`src/rtl/calendar_count.sv`:
```
// Date stage for the digital clock: day/month/four-digit year in packed BCD,
// advanced by the midnight tick or stepped by the operator. Leap years: CAL_LEAP_EN.
module calendar_count #(
    parameter logic [7:0] RST_YEAR_H = 8'h20,
    parameter logic [7:0] RST_YEAR_L = 8'h00
) (
    input  logic       clk,
    input  logic       clr,
    input  logic       day_tick,
    input  logic       adjust,
    input  logic       add,
    input  logic [3:0] select,
    output logic [5:0] day,
    output logic [4:0] month,
    output logic [7:0] year_l,
    output logic [7:0] year_h
);

    localparam int unsigned DAY_W = 6;
    localparam int unsigned MON_W = 5;
    localparam int unsigned YR_W  = 8;
    localparam int unsigned SEL_W = 4;

    localparam logic [SEL_W-1:0] SEL_DAY   = 4'd4;
    localparam logic [SEL_W-1:0] SEL_MONTH = 4'd5;
    localparam logic [SEL_W-1:0] SEL_YR_L  = 4'd6;
    localparam logic [SEL_W-1:0] SEL_YR_H  = 4'd7;

    localparam logic [DAY_W-1:0] DAY_ONE = 6'h01;
    localparam logic [MON_W-1:0] MON_ONE = 5'h01;
    localparam logic [MON_W-1:0] MON_DEC = 5'h12;

    logic             add_q;
    logic             add_p;
    logic [DAY_W-1:0] day_n;
    logic [DAY_W-1:0] day_next;
    logic [MON_W-1:0] month_n;
    logic [YR_W-1:0]  yl_n;
    logic [YR_W-1:0]  yh_n;
    logic [DAY_W-1:0] feb_cur;
    logic [DAY_W-1:0] feb_new;
    logic [DAY_W-1:0] ml_cur;
    logic [DAY_W-1:0] ml_new;

    // Two-digit BCD increment, 99 wraps to 00.
    function automatic logic [YR_W-1:0] bcd2_inc(input logic [YR_W-1:0] v);
        logic [3:0] u;
        logic [3:0] t;
        u = v[3:0];
        t = v[7:4];
        if (u == 4'd9) begin
            u = 4'd0;
            t = (t == 4'd9) ? 4'd0 : 4'(t + 4'd1);
        end else begin
            u = 4'(u + 4'd1);
        end
        return {t, u};
    endfunction

    function automatic logic [DAY_W-1:0] day_inc(input logic [DAY_W-1:0] v);
        if (v[3:0] == 4'd9)
            return {2'(v[5:4] + 2'd1), 4'd0};
        return {v[5:4], 4'(v[3:0] + 4'd1)};
    endfunction

    // Month increment, 12 wraps to 01.
    function automatic logic [MON_W-1:0] month_inc(input logic [MON_W-1:0] v);
        if (v == MON_DEC)
            return MON_ONE;
        if (v[3:0] == 4'd9)
            return 5'h10;
        return {v[4], 4'(v[3:0] + 4'd1)};
    endfunction

    function automatic logic [DAY_W-1:0] month_len(input logic [MON_W-1:0] m,
                                                    input logic [DAY_W-1:0] feb);
        case (m)
            5'h02:                      return feb;
            5'h04, 5'h06, 5'h09, 5'h11: return 6'h30;
            default:                    return 6'h31;
        endcase
    endfunction

`ifdef CAL_LEAP_EN
    // Divisibility by 4 read straight off the BCD digits.
    function automatic logic bcd_div4(input logic [YR_W-1:0] v);
        if (v[4])
            return (v[3:0] == 4'd2) || (v[3:0] == 4'd6);
        return (v[3:0] == 4'd0) || (v[3:0] == 4'd4) || (v[3:0] == 4'd8);
    endfunction

    function automatic logic is_leap(input logic [YR_W-1:0] yl, input logic [YR_W-1:0] yh);
        if (yl != 8'h00)
            return bcd_div4(yl);
        return bcd_div4(yh);
    endfunction
`endif

    assign add_p = add & ~add_q;

    // February length for the current and for the post-update year.
    always_comb begin
`ifdef CAL_LEAP_EN
        feb_cur = is_leap(year_l, year_h) ? 6'h29 : 6'h28;
        feb_new = is_leap(yl_n, yh_n) ? 6'h29 : 6'h28;
`else
        feb_cur = 6'h28;
        feb_new = 6'h28;
`endif
        ml_cur = month_len(month, feb_cur);
        ml_new = month_len(month_n, feb_new);
    end

    // Mode is the live adjust level: run advances on tick, adjust steps on add edge.
    always_comb begin
        day_n   = day;
        month_n = month;
        yl_n    = year_l;
        yh_n    = year_h;
        if (!adjust) begin
            if (day_tick) begin
                if (day < ml_cur) begin
                    day_n = day_inc(day);
                end else begin
                    day_n = DAY_ONE;
                    if (month == MON_DEC) begin
                        month_n = MON_ONE;
                        yl_n    = bcd2_inc(year_l);
                        if (year_l == 8'h99)
                            yh_n = bcd2_inc(year_h);
                    end else begin
                        month_n = month_inc(month);
                    end
                end
            end
        end else if (add_p) begin
            case (select)
                SEL_DAY:   day_n   = (day >= ml_cur) ? DAY_ONE : day_inc(day);
                SEL_MONTH: month_n = month_inc(month);
                SEL_YR_L:  yl_n    = bcd2_inc(year_l);
                SEL_YR_H:  yh_n    = bcd2_inc(year_h);
                default:   ;
            endcase
        end
        // Clamp day into the length of the (possibly new) month/year.
        day_next = (day_n > ml_new) ? ml_new : day_n;
    end

    always_ff @(posedge clk or posedge clr) begin
        if (clr) begin
            day    <= DAY_ONE;
            month  <= MON_ONE;
            year_l <= RST_YEAR_L;
            year_h <= RST_YEAR_H;
            add_q  <= 1'b0;
        end else begin
            day    <= day_next;
            month  <= month_n;
            year_l <= yl_n;
            year_h <= yh_n;
            add_q  <= add;
        end
    end

endmodule

```
`config.mk`:
```
export PLATFORM = sky130hd
export DESIGN_NAME = calendar_count
export DESIGN_NICKNAME = d
export VERILOG_FILES = /design/src/rtl/calendar_count.sv
export SDC_FILE = /design/constraint.sdc
export NUM_CORES = 1
export LEC_CHECK = 0
export ABC_AREA = 1
export ABC_CLOCK_PERIOD_IN_PS = 4500
export CORE_MARGIN = 2
export CORE_UTILIZATION = 54
export DETAILED_ROUTE_END_ITERATION = 8
export GPL_TIMING_DRIVEN = 1
export PLACE_DENSITY = 0.81
export SLEW_MARGIN = 40
export SYNTH_ARGS = -nofsm -noshare
export SYNTH_HDL_FRONTEND = slang
export SYNTH_SLANG_ARGS = --single-unit
```
`constraint.sdc`:
```
create_clock -name clk -period 4.5 [get_ports clk]
set_input_delay 1.35 -clock clk [delete_from_list [all_inputs] [get_ports clk]]
set_output_delay 1.35 -clock clk [all_outputs]
set_load 0.03 [all_outputs]
```
==> results of run 1 <==
[per-stage QoR]
stage	utilization	power, mW	instances	setup WS [ns]	cell area [µm²]
5_1_grt	0.683	1.36	407	0.123	2690
3_5_place_dp	0.665	1.06	403	0.138	2620
6_report	0.683	1.26	407	0.394	2690
3_3_place_gp	0.665	1.05	403	0.182	2620
2_1_floorplan	-	0.857	317	1.00	2190
4_1_cts	0.683	1.26	407	0.411	2690
[registers in the layout (all words and copies together), names as in the netlist]
register and count:
month 5, day 6, add_q 1, year_l 8
year_h 8
[cell usage after synthesis]
cell type  instances  share of area
and2_1             1         0.0029
dfstp_2            3          0.036
inv_2              5         0.0086
nor2_4             4          0.021
nor3_1             2         0.0046
o21ai_0           11          0.025
nand3_4            1         0.0080
nand3_1           23          0.052
nand4_1            4          0.011
o21bai_1           1         0.0034
nand3_2            3          0.014
o2111ai_1          1         0.0040
o21a_1             1         0.0034
nand2_1           69           0.12
o31ai_1            2         0.0068
nor2_1            46          0.079
o21ai_1            8          0.018
or2_2              1         0.0029
inv_1             50          0.086
nor2_8             1         0.0091
ha_1               8          0.046
a311oi_1           1         0.0040
a31oi_1            1         0.0029
a21oi_1            5          0.011
buf_2              3         0.0068
nor3_2             1         0.0046
nand2_2           11          0.031
nand2_4            2          0.010
xnor2_1            2         0.0080
o22ai_1            3         0.0086
xor2_1            10          0.040
nor2_2             4          0.011
a32o_1             2         0.0091
dfrtp_1           25           0.29
o21ai_2            2         0.0080
[layer usage]
layer | track usage | up-vias | share of wire
li1 | - | 1082 | -
met1 | 0.330 | 1000 | 0.46
met2 | 0.408 | 64 | 0.48
met3 | 0.0233 | 4 | 0.053
met4 | 0.0612 | 0 | 0.0066
met5 | 0 | - | 0
[layout make-up]
class / count / area [µm²] / share of cell area
clock inverter: 1 / 30.0 / 0.0111
inverter: 55 / 206 / 0.0766
multi-input combinational: 231 / 1270 / 0.471
clock buffer: 3 / 41.3 / 0.0153
timing repair buffer: 39 / 380 / 0.141
tap: 50 / 62.6 / 0.0232
sequential: 28 / 704 / 0.261
[cells by family after synthesis]
group / share of synthesized area
simple gates: 0.380
buf+inv: 0.101
compound gates: 0.105
flops: 0.321
xor+xnor: 0.0479
fa+ha+maj: 0.0456
[worst max-delay path: stages]
cell	delay (ns)
clkdlybuf4s50_1	0.48
nand3_1	0.14
o21ai_0	0.44
nor2_1	0.08
nor2_1	0.13
nand3_1	0.16
nand2_2	0.13
inv_1	0.04
nor2_1	0.08
nand2_1	0.07
and2_1	0.14
ha_1	0.28
a32o_1	0.24
nand3_1	0.08
nor2_1	0.05
nor2_2	0.17
inv_2	0.07
nand2_1	0.07
nand2_1	0.05
[final timing paths]
path                                start        end  slack, ns
worst max-delay path            select[2]     day[3]       0.39
worst min-delay path            year_l[6]  year_l[6]       0.50
worst max register to register   month[0]     day[3]       0.78
worst min register to register  year_l[6]  year_l[6]       0.50
max in group asynchronous             clr     day[0]       2.49
min in group asynchronous             clr  year_l[4]       1.44
[power groups by stage]
stage | registers, mW | clock network, mW | logic, mW
6_report | 0.386 | 0.198 | 0.678
5_1_grt | 0.396 | 0.212 | 0.757
4_1_cts | 0.383 | 0.204 | 0.678
3_5_place_dp | 0.388 | 0 | 0.673
3_3_place_gp | 0.390 | 0 | 0.662
2_1_floorplan | 0.468 | 0 | 0.389
==> impl_metrics.tcl, run 1 <==
set metrics [dict create \
    via_per_inst 5.28 \
    cts_tree "done" \
    ys_seq_elements 28 \
    fin_setup_tns_ns 0 \
    p_seq_frac 0.306 \
    final_cell_mix "nand2_1 (69), inv_1 (49), nor2_1 (46)" \
    syn_nets 334 \
    finalHoldViolCount 0 \
    layout_commonest_cell "nand2_1" \
    gr-total-overflow 0 \
    port-buffer-count 35 \
    clock_latency_ns 0.27 \
    synthToLayoutAreaGrowth_pct 22.7 \
    hold_slack_ns 0.495 \
    clock-root-buffer "clkbuf_8" \
    power_frac_comb 0.537 \
    yosysSeqAreaShare 0.321 \
    crit_type "in -> reg" \
    period_share 0.912 \
    finalSetupViolCount 0 \
    core-area_mm2 0.00394 \
    power.clock.fraction 0.157 \
    ios 36 \
    switching_share 0.460 \
    power.switching_mw 0.580 \
    diodes 0 \
    drtIter0Drc 152 \
    cts_buffers 3 \
    ir_drop_mv 0.364 \
    clkSinkCount 28 \
    fp.dieH_um 67.8 \
    post-route-min-period_ns 4.11 \
    grt_pass1_vias 1947 \
    first_pass_iters 5 \
    reg2regPathDepth 27 \
    place_hpwl_mm 4.03 \
    arrival_ns 4.28 \
    drive_above_1_share 0.132 \
    htree_levels 1 \
    rsz0062_at_grt "no" \
    clock.fmax_mhz 244 \
    p_int_mw 0.682 \
    nets 375 \
    drt-total-wl_mm 5.02 \
    grt_usage 0.241 \
    routedWlPerCell_um 12.3 \
    grt_max_degree 28 \
    fillers 330 \
    initial_core_util 0.557 \
    avgSynthCellArea_um2 6.92 \
    holdCritPathClass "reg -> reg" \
    gp_congestion 0.867 \
    synth_cell_types 35 \
    worstMarginPinSlew_ns 0.564 \
    vias 2150 \
    fp.dieArea_mm2 0.00459 \
    holdBufCountCts 0 \
    cts_setup_buffers 0 \
    cts_resized 0 \
    drc 0 \
    row_count 23 \
    crit_path_end_kind "register" \
    ant_nets 0 \
    power_density_mw_per_mm2 468 \
    clk_pin_slew_ns 0.10 \
    finClkSkew_ns 0.00595 \
    yosysWarnings 0 \
    startpoint_type "primary input" \
    slew_violations 0 \
    antenna_found_initial 0 \
    crit_path_max_fanout 5 \
    holdPathStages 1 \
    grt_pass1_wl_mm 8.47 \
    cap_violations 0 \
    synthCells 317 \
    p_leak_nw 1.33 \
    status "finished, final reports clean" \
    crit_required_ns 4.67 \
    die_x_um 67.8 \
    slew_headroom 0.624 \
    cts_max_path_buffers 2 \
    syn_area_mm2 0.00219 \
]
(Power assumes the default switching activity.)
==> inputs of run 2 (changes only) <==
--- a/config.mk
+++ b/config.mk
@@ -7,6 +7,7 @@
 export LEC_CHECK = 0
 export ABC_AREA = 1
 export ABC_CLOCK_PERIOD_IN_PS = 4500
+export CORE_ASPECT_RATIO = 0.6
 export CORE_MARGIN = 2
 export CORE_UTILIZATION = 54
 export DETAILED_ROUTE_END_ITERATION = 8
==> run 2 against run 1 <==
Against the previous run:
- non-clock buffer count fell by 1
- wire length rose by 6.8%
- sequential cell count did not move
- largest cell class unchanged
==> impl_metrics.tcl, run 2 (same netlist as run 1, synthesis figures left out) <==
set metrics [dict create \
    drtIter0Drc 264 \
    reg2regPathDepth 29 \
    crit_path_end_kind "register" \
    r2r_end "day[4]" \
    dp_slack_ns 0.288 \
    largest_registers "year_h x8, year_l x8, day x6" \
    clock.fmax_mhz 249 \
    fp.dieArea_mm2 0.00461 \
    first_pass_iters 5 \
    drive_above_1_share 0.129 \
    gp_congestion 0.926 \
    crit_path_max_fanout 7 \
    post-route-min-period_ns 4.02 \
    finalHoldViolCount 0 \
    startpoint "add" \
    fin_setup_tns_ns 0 \
    via_per_inst 5.32 \
    drt-total-wl_mm 5.36 \
    finalSetupViolCount 0 \
    finClkSkew_ns 0.00652 \
    grt_pass1_vias 1869 \
    final_util 0.709 \
    gr-total-overflow 0 \
    ant_nets 0 \
    initial_core_util 0.580 \
    period_share 0.893 \
    core-area_mm2 0.00379 \
    worstMarginPinSlew_ns 0.602 \
    cts_setup_buffers 0 \
    diodes 0 \
    vias 2142 \
    clock-root-buffer "clkbuf_8" \
    cap_violations 0 \
    rsz0062_at_grt "no" \
    grt_pass1_wl_mm 8.98 \
    p_total_mw 1.29 \
    crit_end "day[4]" \
    grt_usage 0.252 \
    arrival_ns 4.20 \
    hold_slack_ns 0.497 \
    p_leak_nw 1.32 \
    holdCritPathClass "reg -> reg" \
    slew_headroom 0.598 \
    routedWlPerCell_um 13.3 \
    drt-met1-wl_mm 2.78 \
    status "finished, final reports clean" \
    cts_buffers 3 \
    port-buffer-count 35 \
    clkSinkCount 28 \
    setup_slack_ns 0.481 \
    final_cell_mix "nand2_1 (69), inv_1 (49), nor2_1 (46)" \
    cts_max_path_buffers 2 \
    ir_drop_mv 0.350 \
    startpoint_type "primary input" \
    power_density_mw_per_mm2 479 \
    wl_met3_um 502 \
    grt_max_degree 29 \
    antenna_found_initial 0 \
    clock_latency_ns 0.28 \
    cts_resized 0 \
    wl_met2_mm 2.03 \
    holdBufCountCts 0 \
    row_count 17 \
    r2r_slack_ns 0.68 \
    crit_type "in -> reg" \
    crit_required_ns 4.69 \
    clk_pin_slew_ns 0.10 \
    layout_commonest_cell "nand2_1" \
    synthToLayoutAreaGrowth_pct 22.2 \
    place_hpwl_mm 4.25 \
    top_layer_used "met4" \
    drc 0 \
    fp.dieH_um 53.4 \
    htree_levels 1 \
    reg2reg_from "month[0]" \
    die_x_um 86.3 \
    slew_violations 0 \
    nets 374 \
    cts_tree "done" \
    ios 36 \
]
-- run 2: cell types whose count changed in the layout (fill, tap and decap cells not counted) --
| cell | delta |
|---|---|
| buf_4 | -1 |
-- run 2: where the power goes --
| part | switching [mW] | internal [mW] |
|---|---|---|
| Clock | 0.0826 | 0.119 |
| Combinational | 0.432 | 0.258 |
| Sequential | 0.0867 | 0.306 |
| Total | 0.602 | 0.683 |
-- run 2: worst min path at each step --
stage / from / slack, ns / depth (start not counted) / end
6_report: year_h[2] / 0.50 / 1 / year_h[2]
5_1_grt: year_h[2] / 0.54 / 1 / year_h[2]
4_1_cts: year_h[2] / 0.51 / 1 / year_h[2]
3_5_place_dp: year_h[2] / 0.49 / 1 / year_h[2]
3_3_place_gp: year_h[2] / 0.48 / 1 / year_h[2]
2_1_floorplan: year_h[5] / 0.58 / 2 / year_h[5]
-- run 2: worst max-delay path, stage by stage --
cell	delay [ns]
clkdlybuf4s50_1	0.52
inv_1	0.06
nor2_1	0.17
nand2_1	0.11
nor2_2	0.20
inv_1	0.16
nor3_1	0.20
o21ai_0	0.14
o22ai_1	0.23
ha_1	0.30
a32o_1	0.26
nand3_1	0.07
nor2_1	0.05
nor2_2	0.18
inv_2	0.07
nand2_1	0.07
nand2_1	0.05
-- run 2: area by class of cell --
| type | count | area (µm²) |
|---|---|---|
| tap | 47 | 58.8 |
| fill | 327 | 1100 |
| sequential | 28 | 704 |
| inverter | 55 | 206 |
| timing repair buffer | 38 | 373 |
| clock buffer | 3 | 41.3 |
| multi-input combinational | 231 | 1270 |
| clock inverter | 1 | 30.0 |
-- run 2: through the flow --
| step | std cells | cell area, µm² |
|---|---|---|
| final | 403 | 2680 |
| after CTS | 403 | 2680 |
| after detailed placement | 399 | 2610 |
| after floorplan | 317 | 2190 |
| after global routing | 403 | 2680 |
| after global placement | 399 | 2610 |
-- run 2: routing by layer --
layer / global-route usage / up-vias
li1: - / 1080
met1: 0.392 / 957
met2: 0.359 / 96
met3: 0.0562 / 9
met4: 0.0339 / 0
met5: 0 / -
==> inputs of run 3 (changes only) <==
--- a/config.mk
+++ b/config.mk
@@ -8,11 +8,12 @@
 export ABC_AREA = 1
 export ABC_CLOCK_PERIOD_IN_PS = 4500
 export CORE_ASPECT_RATIO = 0.6
-export CORE_MARGIN = 2
-export CORE_UTILIZATION = 54
+export CORE_MARGIN = 4
+export CORE_UTILIZATION = 62
 export DETAILED_ROUTE_END_ITERATION = 8
+export DONT_BUFFER_PORTS = 1
 export GPL_TIMING_DRIVEN = 1
-export PLACE_DENSITY = 0.81
+export PLACE_DENSITY = 0.78
 export SLEW_MARGIN = 40
 export SYNTH_ARGS = -nofsm -noshare
 export SYNTH_HDL_FRONTEND = slang
==> run 3 against run 2 <==
Against the previous run:
- sequential share of layout area increased by 4.6 points
- fmax decreased by 0.70%
- count of clock-buffer cells in the layout up 1
- via count fell by 5.6%
- die area decreased by 0.43%
- total power down 12%
- design area down 15%
- worst hold slack better by 0.13 ns
- combinational power shrank 29%
- sequential cell count unchanged
- register-to-register slack got worse by 0.23 ns
- worst setup slack lost 0.028 ns
==> impl_metrics.tcl, run 3 (same netlist as run 1, synthesis figures left out) <==
set metrics [dict create \
    status "finished, final reports clean" \
    diodes 0 \
    fillers 299 \
    holdCritPathClass "reg -> reg" \
    clock.fmax_mhz 247 \
    initial_core_util 0.660 \
    grt_pass1_vias 1735 \
    final_cell_mix "nand2_1 (69), inv_1 (49), nor2_1 (46)" \
    setup_slack_ns 0.452 \
    period_share 0.899 \
    antenna_found_initial 0 \
    rsz0062_at_grt "no" \
    htree_levels 1 \
    post-route-min-period_ns 4.05 \
    fin_setup_tns_ns 0 \
    cts_max_path_buffers 2 \
    cts_setup_buffers 0 \
    slowest_stage "dfstp_2" \
    drive_above_1_share 0.132 \
    ios 36 \
    port-buffer-count 0 \
    synthToLayoutAreaGrowth_pct 3.93 \
    cts_tree "done" \
    dp_slack_ns 0.638 \
    fp.dieArea_mm2 0.00459 \
    clock_latency_ns 0.28 \
    final_util 0.686 \
    ir_drop_mv 0.355 \
    startpoint_type "register" \
    grt_max_degree 29 \
    die_x_um 84.8 \
    fp.dieH_um 54.1 \
    hold_slack_ns 0.623 \
    crit_path_max_fanout 5 \
    clkSinkCount 28 \
    grt_usage 0.237 \
    first_pass_iters 5 \
    holdBufCountCts 0 \
    drtIter0Drc 179 \
    gr-total-overflow 0 \
    crit_family "simple AND/OR/NAND/NOR gates" \
    nets 336 \
    via_per_inst 5.57 \
    crit_type "reg -> reg" \
    cts_buffers 3 \
    crit_path_end_kind "register" \
    p_leak_nw 1.17 \
    layout_commonest_cell "nand2_1" \
    drc 0 \
    finalSetupViolCount 0 \
    gp_congestion 0.915 \
    place_hpwl_mm 4.04 \
    clock-root-buffer "clkbuf_8" \
    drt-total-wl_mm 5.20 \
    cap_violations 0 \
    ant_nets 0 \
    clk_pin_slew_ns 0.10 \
    max_stage_delay_ns 0.66 \
    finClkSkew_ns 0.0127 \
    row_count 16 \
    routedWlPerCell_um 14.3 \
    vias 2022 \
    slew_violations 0 \
    path_buf_inv 3 \
    largest_registers "year_h x8, year_l x8, day x6" \
    core-area_mm2 0.00332 \
    finalHoldViolCount 0 \
    crit_required_ns 4.67 \
    cts_resized 0 \
    critPathMostFrequentCell "nand2_1" \
    worstMarginPinSlew_ns 0.595 \
    slew_headroom 0.603 \
    grt_pass1_wl_mm 8.49 \
    arrival_ns 4.22 \
    power_density_mw_per_mm2 495 \
]
==> run 3: changes by cell type in the layout (fill, tap and decap cells not counted), sizes merged <==
cell | previous run | this run
clkdlybuf4s50 | 35 | 0
buf | 3 | 0
clkbuf | 3 | 4
bufinv | 1 | 0
==> run 3: layer usage <==
layer | wire (µm) | global-route usage | share of wire | vias up
met2 | 2170 | 0.360 | 0.42 | 108
met1 | 2390 | 0.337 | 0.46 | 899
met5 | 0 | 0 | 0 | -
met4 | 19 | 0.0342 | 0.0037 | 0
li1 | - | - | - | 1011
met3 | 615 | 0.0795 | 0.12 | 4
==> run 3: layout make-up <==
type | instances | area, µm² | share of cell area
clock buffers | 4 | 45.0 | 0.0197
inverters | 55 | 206 | 0.0905
multi-input cells | 231 | 1270 | 0.556
flip-flops and latches | 28 | 704 | 0.309
well taps | 45 | 56.3 | 0.0247
==> run 3: path summary, 6_finish.rpt <==
kind	start	end	slack (ns)	depth (start not counted)
max	month[0]	day[4]	0.45	27
min	year_h[5]	year_h[5]	0.62	2
max reg2reg	month[0]	day[4]	0.45	27
min reg2reg	year_h[5]	year_h[5]	0.62	2
max in group asynchronous	clr	day[1]	3.10	1
min in group asynchronous	clr	year_h[7]	1.00	1
==> run 3: through the flow <==
| step | instances | power (mW) | instance area (µm²) |
|---|---|---|---|
| floorplan | 317 | 0.857 | 2190 |
| global placement | 359 | 0.956 | 2240 |
| detailed placement | 359 | 0.969 | 2240 |
| CTS | 363 | 1.12 | 2280 |
| global route | 363 | 1.22 | 2280 |
| finish | 363 | 1.13 | 2280 |
==> run 3: worst reg2reg max path: stages, from the launching register on <==
cell	delay [ns]
dfstp_2	0.66
inv_1	0.12
nor2_1	0.25
nand2_1	0.18
a21oi_1	0.16
a311oi_1	0.07
ha_1	0.22
inv_1	0.05
nor2_1	0.04
nand2_1	0.12
nand2_4	0.09
nand2_2	0.09
nand2_1	0.07
nand2_2	0.11
nand3_2	0.09
nand2_2	0.12
nand2_2	0.08
nor2_1	0.14
nand2_1	0.09
and2_1	0.17
ha_1	0.28
a32o_1	0.26
nand3_1	0.08
nor2_1	0.05
nor2_2	0.19
inv_2	0.07
nand2_1	0.06
nand2_1	0.05
==> run 3: report_power, final <==
part | total, mW | switching, mW | internal, mW | leakage [nW]
clock | 0.145 | 0.0816 | 0.0637 | 0.0228
sequential | 0.495 | 0.191 | 0.304 | 0.353
combinational | 0.490 | 0.317 | 0.173 | 0.790
==> RTL change 1: new RTL, config.mk and constraints of run 2 <==
Register the inputs `day_tick`, `adjust`, `add` and `select` before use. The logic sees them one clock later.
--- a/src/rtl/calendar_count.sv
+++ b/src/rtl/calendar_count.sv
@@ -31,2 +31,14 @@
     localparam logic [MON_W-1:0] MON_DEC = 5'h12;
+
+    logic day_tick_q;
+    logic adjust_q;
+    logic add_r;
+    logic [3:0] select_q;
+
+    always_ff @(posedge clk) begin
+        day_tick_q <= day_tick;
+        adjust_q   <= adjust;
+        add_r      <= add;
+        select_q   <= select;
+    end
 
@@ -98,3 +110,3 @@
 
-    assign add_p = add & ~add_q;
+    assign add_p = add_r & ~add_q;
 
@@ -119,4 +131,4 @@
         yh_n    = year_h;
-        if (!adjust) begin
-            if (day_tick) begin
+        if (!adjust_q) begin
+            if (day_tick_q) begin
                 if (day < ml_cur) begin
@@ -136,3 +148,3 @@
         end else if (add_p) begin
-            case (select)
+            case (select_q)
                 SEL_DAY:   day_n   = (day >= ml_cur) ? DAY_ONE : day_inc(day);
@@ -160,3 +172,3 @@
             year_h <= yh_n;
-            add_q  <= add;
+            add_q  <= add_r;
         end
Function: changed (Yosys sat finds a counterexample within 4 cycles, from zero or initial values).
==> RTL change 1 against run 2 <==
Synthesized area rose by 5.4%. Largest cell class unchanged. Critical path depth is 9 higher. Sequential cell count rose by 7. Power grew 34%. Die area is 5.0% higher. Maximum frequency up 13%. Design area rose by 4.7%. Via count rose by 0.33%. Largest power group unchanged. Highest routed layer unchanged. Critical path type is now flop to flop. Routed wire length increased by 2.2%. Clock skew is 3.2 ps higher. Worst setup slack improved by 480 ps.
==> RTL change 1: results <==
[run_status]
status = "finished, final reports clean"

[placement]
place_ws_ps = 999.5
placed_area_mm2 = 0.002716
placed_cells = 410
routabilityCongestion = 0.8841

[worst_setup_path]
max_stage_delay_ps = 580
worstPathArrival_ps = 3720
cpMaxStageDelayCell = "dfstp_2"

[route]
wl_met2_um = 2173
dr_wl_met3_um = 435
wl_um = 5471

[logic_synthesis]
ys_types = 38
synth_area_leaders = "dfrtp_1, nand2_1, inv_1"
async_flop_share = 0.8000
ys_seq_area_frac = 0.3653
synthTopCellsByCount = "nand2_1, inv_1, nor2_1"
synth-adder-area-share = 0.04329
synth_compound_area_frac = 0.09740
synth_xor_area_frac = 0.04924

[timing]
fin_crit_sh = 0.7871
maxSlewHeadroom = 0.6036

[pwr]
p_per_area_mw_per_mm2 = 614.1
vdd_drop_max_uv = 392.7
comb_power_share = 0.567
clkPwrFrac = 0.136

[global_routing]
grt_pass1_wl_um = 9142
gr-usage-all-layers = 0.2555
met1_usage = 0.3878
grt_util_met2 = 0.3609

[cts]
cts_buffers = 5
clk_latency_ps = 300

[layout]
drive_above_1_share = 0.1313
## RTL change 1: layout make-up
type                    instances  area (um2)  share of cell area
multi-input cells             228        1251              0.4456
flip-flops and latches         35       844.6              0.3008
repair buffers                 35       350.3              0.1248
inverters                      52       195.2             0.06952
clock buffers                   7       86.33             0.03075
well taps                      60       75.07             0.02674
clock inverters                 1       5.005            0.001783
## RTL change 1: cells by family (layout without fill, tap and decap cells)
logic type                 after synthesis  in the layout
buffers and inverters                   55             95
AOI/OAI and AO/OA                       40             40
adders and majority gates                8              8
DFF                                     35             35
xor gates and xnor gates                13             13
and+or+nand+nor                        167            167
## RTL change 1: final timing paths
| path | start | endpoint | depth (start not counted) |
|---|---|---|---|
| worst max-delay path | month[0] | day[3] | 26 |
| worst min-delay path | add_r | add_q | 0 |
| worst max register to register | month[0] | day[3] | 26 |
| worst min register to register | add_r | add_q | 0 |
| max in group asynchronous | clr | year_l[5] | 2 |
| min in group asynchronous | clr | day[5] | 2 |
==> RTL change 2: new RTL, flow settings as in run 2 <==
Without the edit above. Add a define of `CAL_LEAP_EN`.
--- a/src/rtl/calendar_count.sv
+++ b/src/rtl/calendar_count.sv
@@ -2,2 +2,4 @@
 // advanced by the midnight tick or stepped by the operator. Leap years: CAL_LEAP_EN.
+`define CAL_LEAP_EN
+
 module calendar_count #(
Behaviour: same outputs for any inputs over 4 cycles, from zero or initial values; that may be too few to reach the edited logic, so the function may still have changed.
==> RTL change 2 against run 2 <==
Synthesized area rose by 18%. Routed wire length rose by 21%. Highest routed layer unchanged. Sequential power is 24% higher. Sequential cell count stayed put. Design area up 15%. Synthesized cell count is 26% higher. Clock skew is 5.9 ps higher. Critical endpoint is now day[3]. First-iteration DRC count down 25%. Core utilization decreased by 3.7 points. Hold slack better by 32 ps. Power up 57%. Worst setup slack got worse by 160 ps.
==> RTL change 2: results <==
[global_routing]
grt_pass1_wl_um = 11100
grt_pass1_vias = 2442
gr-usage-all-layers = 0.2582

[logic_synthesis]
synthTopCellsByCount = "nand2_1, inv_1, nand3_1"
synth_area_leaders = "dfrtp_1, nand2_1, inv_1"
yosysWarnings = 0
ys_seq_area_frac = 0.2720
async_flop_share = 1.000
ys_types = 39
syn-num-nets = 417
synthCells = 398
synthFlopType = "dfrtp_1"

[route]
first_pass_iters = 5
wl_per_cell_um = 13.04
vias = 2673
drt_first_iter_violations = 197
wl_um = 6495

[min_path]
worstHoldStart = "year_h[5]"
hold_path.class = "flop to flop"
whs_endpoint = "year_h[5]"
hold_depth = 2

[timing]
tns_ps = 0
tightest_slew_ps = 578.5
fin_skew_ps = 12.43
fmax_ghz = 0.2391
holdWs_ps = 528.8

[worst_setup_path]
r2r_slack_ps = 380
r2r-start = "year_h[4]"
cpMaxStageDelayCell = "clkdlybuf4s50_1"
critPathMaxFanout = 11
crit_start = "adjust"
worstPathArrival_ps = 4340
r2r_end = "day[3]"
reg2regPathDepth = 25
max_stage_delay_ps = 420

[layout]
nets = 455
antenna_cells = 0
drive_above_1_share = 0.1333
reg_top3 = "year_h: 8 flops, year_l: 8 flops, day: 6 flops"

[cts]
cts_max_level = 1
clk_path_buf_depth = 2
cts_buffers = 3
clk_latency_ps = 280

[placement]
port_buffers = 35
placed_cells = 494
routabilityCongestion = 0.8954
place_ws_ps = 38.36
placed_area_mm2 = 0.003008
post-dp-hpwl_um = 5109

[pwr]
leakagePower_nw = 1.547
vdd_drop_max_uv = 404.3

[run_status]
status = "finished, final reports clean"
## RTL change 2: cell types whose count changed in the layout (fill, tap and decap cells not counted), moves of 7 or more
| cell | run 2 | this run |
|---|---|---|
| nand2_1 | 69 | 97 |
| nand3_1 | 23 | 40 |
| inv_1 | 49 | 65 |
| xor2_1 | 10 | 2 |
| nor2_1 | 46 | 39 |
## RTL change 2: kinds of logic (layout without fill, tap and decap cells)
kind of cell | after synthesis | after routing | synth area share
AOI/OAI and AO/OA | 56 | 56 | 0.1415
xor gates and xnor gates | 3 | 3 | 0.01015
adders and majority gates | 10 | 10 | 0.04831
buffers and inverters | 85 | 122 | 0.1304
DFF | 28 | 28 | 0.2720
and+or+nand+nor | 216 | 216 | 0.3976
## RTL change 2: cell type report
| class | instances | area [um2] |
|---|---|---|
| clock buffer | 3 | 41.29 |
| inverter | 79 | 296.5 |
| tap | 63 | 78.83 |
| timing repair buffer | 39 | 380.4 |
| clock inverter | 1 | 30.03 |
| sequential | 28 | 704.4 |
| fill | 413 | 1506 |
| multi-input combinational | 285 | 1550 |
## RTL change 2: routing by layer
metal  wire length (um)  up-vias  track usage
met2               2685      109       0.3957
met4                 57        0      0.03571
met3                515        6      0.04681
met5                  0        -            0
li1                   -     1341            -
met1               3237     1217       0.3935
## RTL change 2: timing repair
item | in CTS | in global routing
resized for setup | 0 | 1
endpoints found under the setup margin | 0 | 2
buffers inserted | 0 | 0
hold buffers | 0 | 0
## RTL change 2: where the power goes
part / switching [mW] / total (mW) / internal [mW] / leakage [nW]
clock: 0.0819 / 0.201 / 0.119 / 0.0357
combinational: 0.854 / 1.33 / 0.477 / 1.18
sequential: 0.133 / 0.485 / 0.352 / 0.328
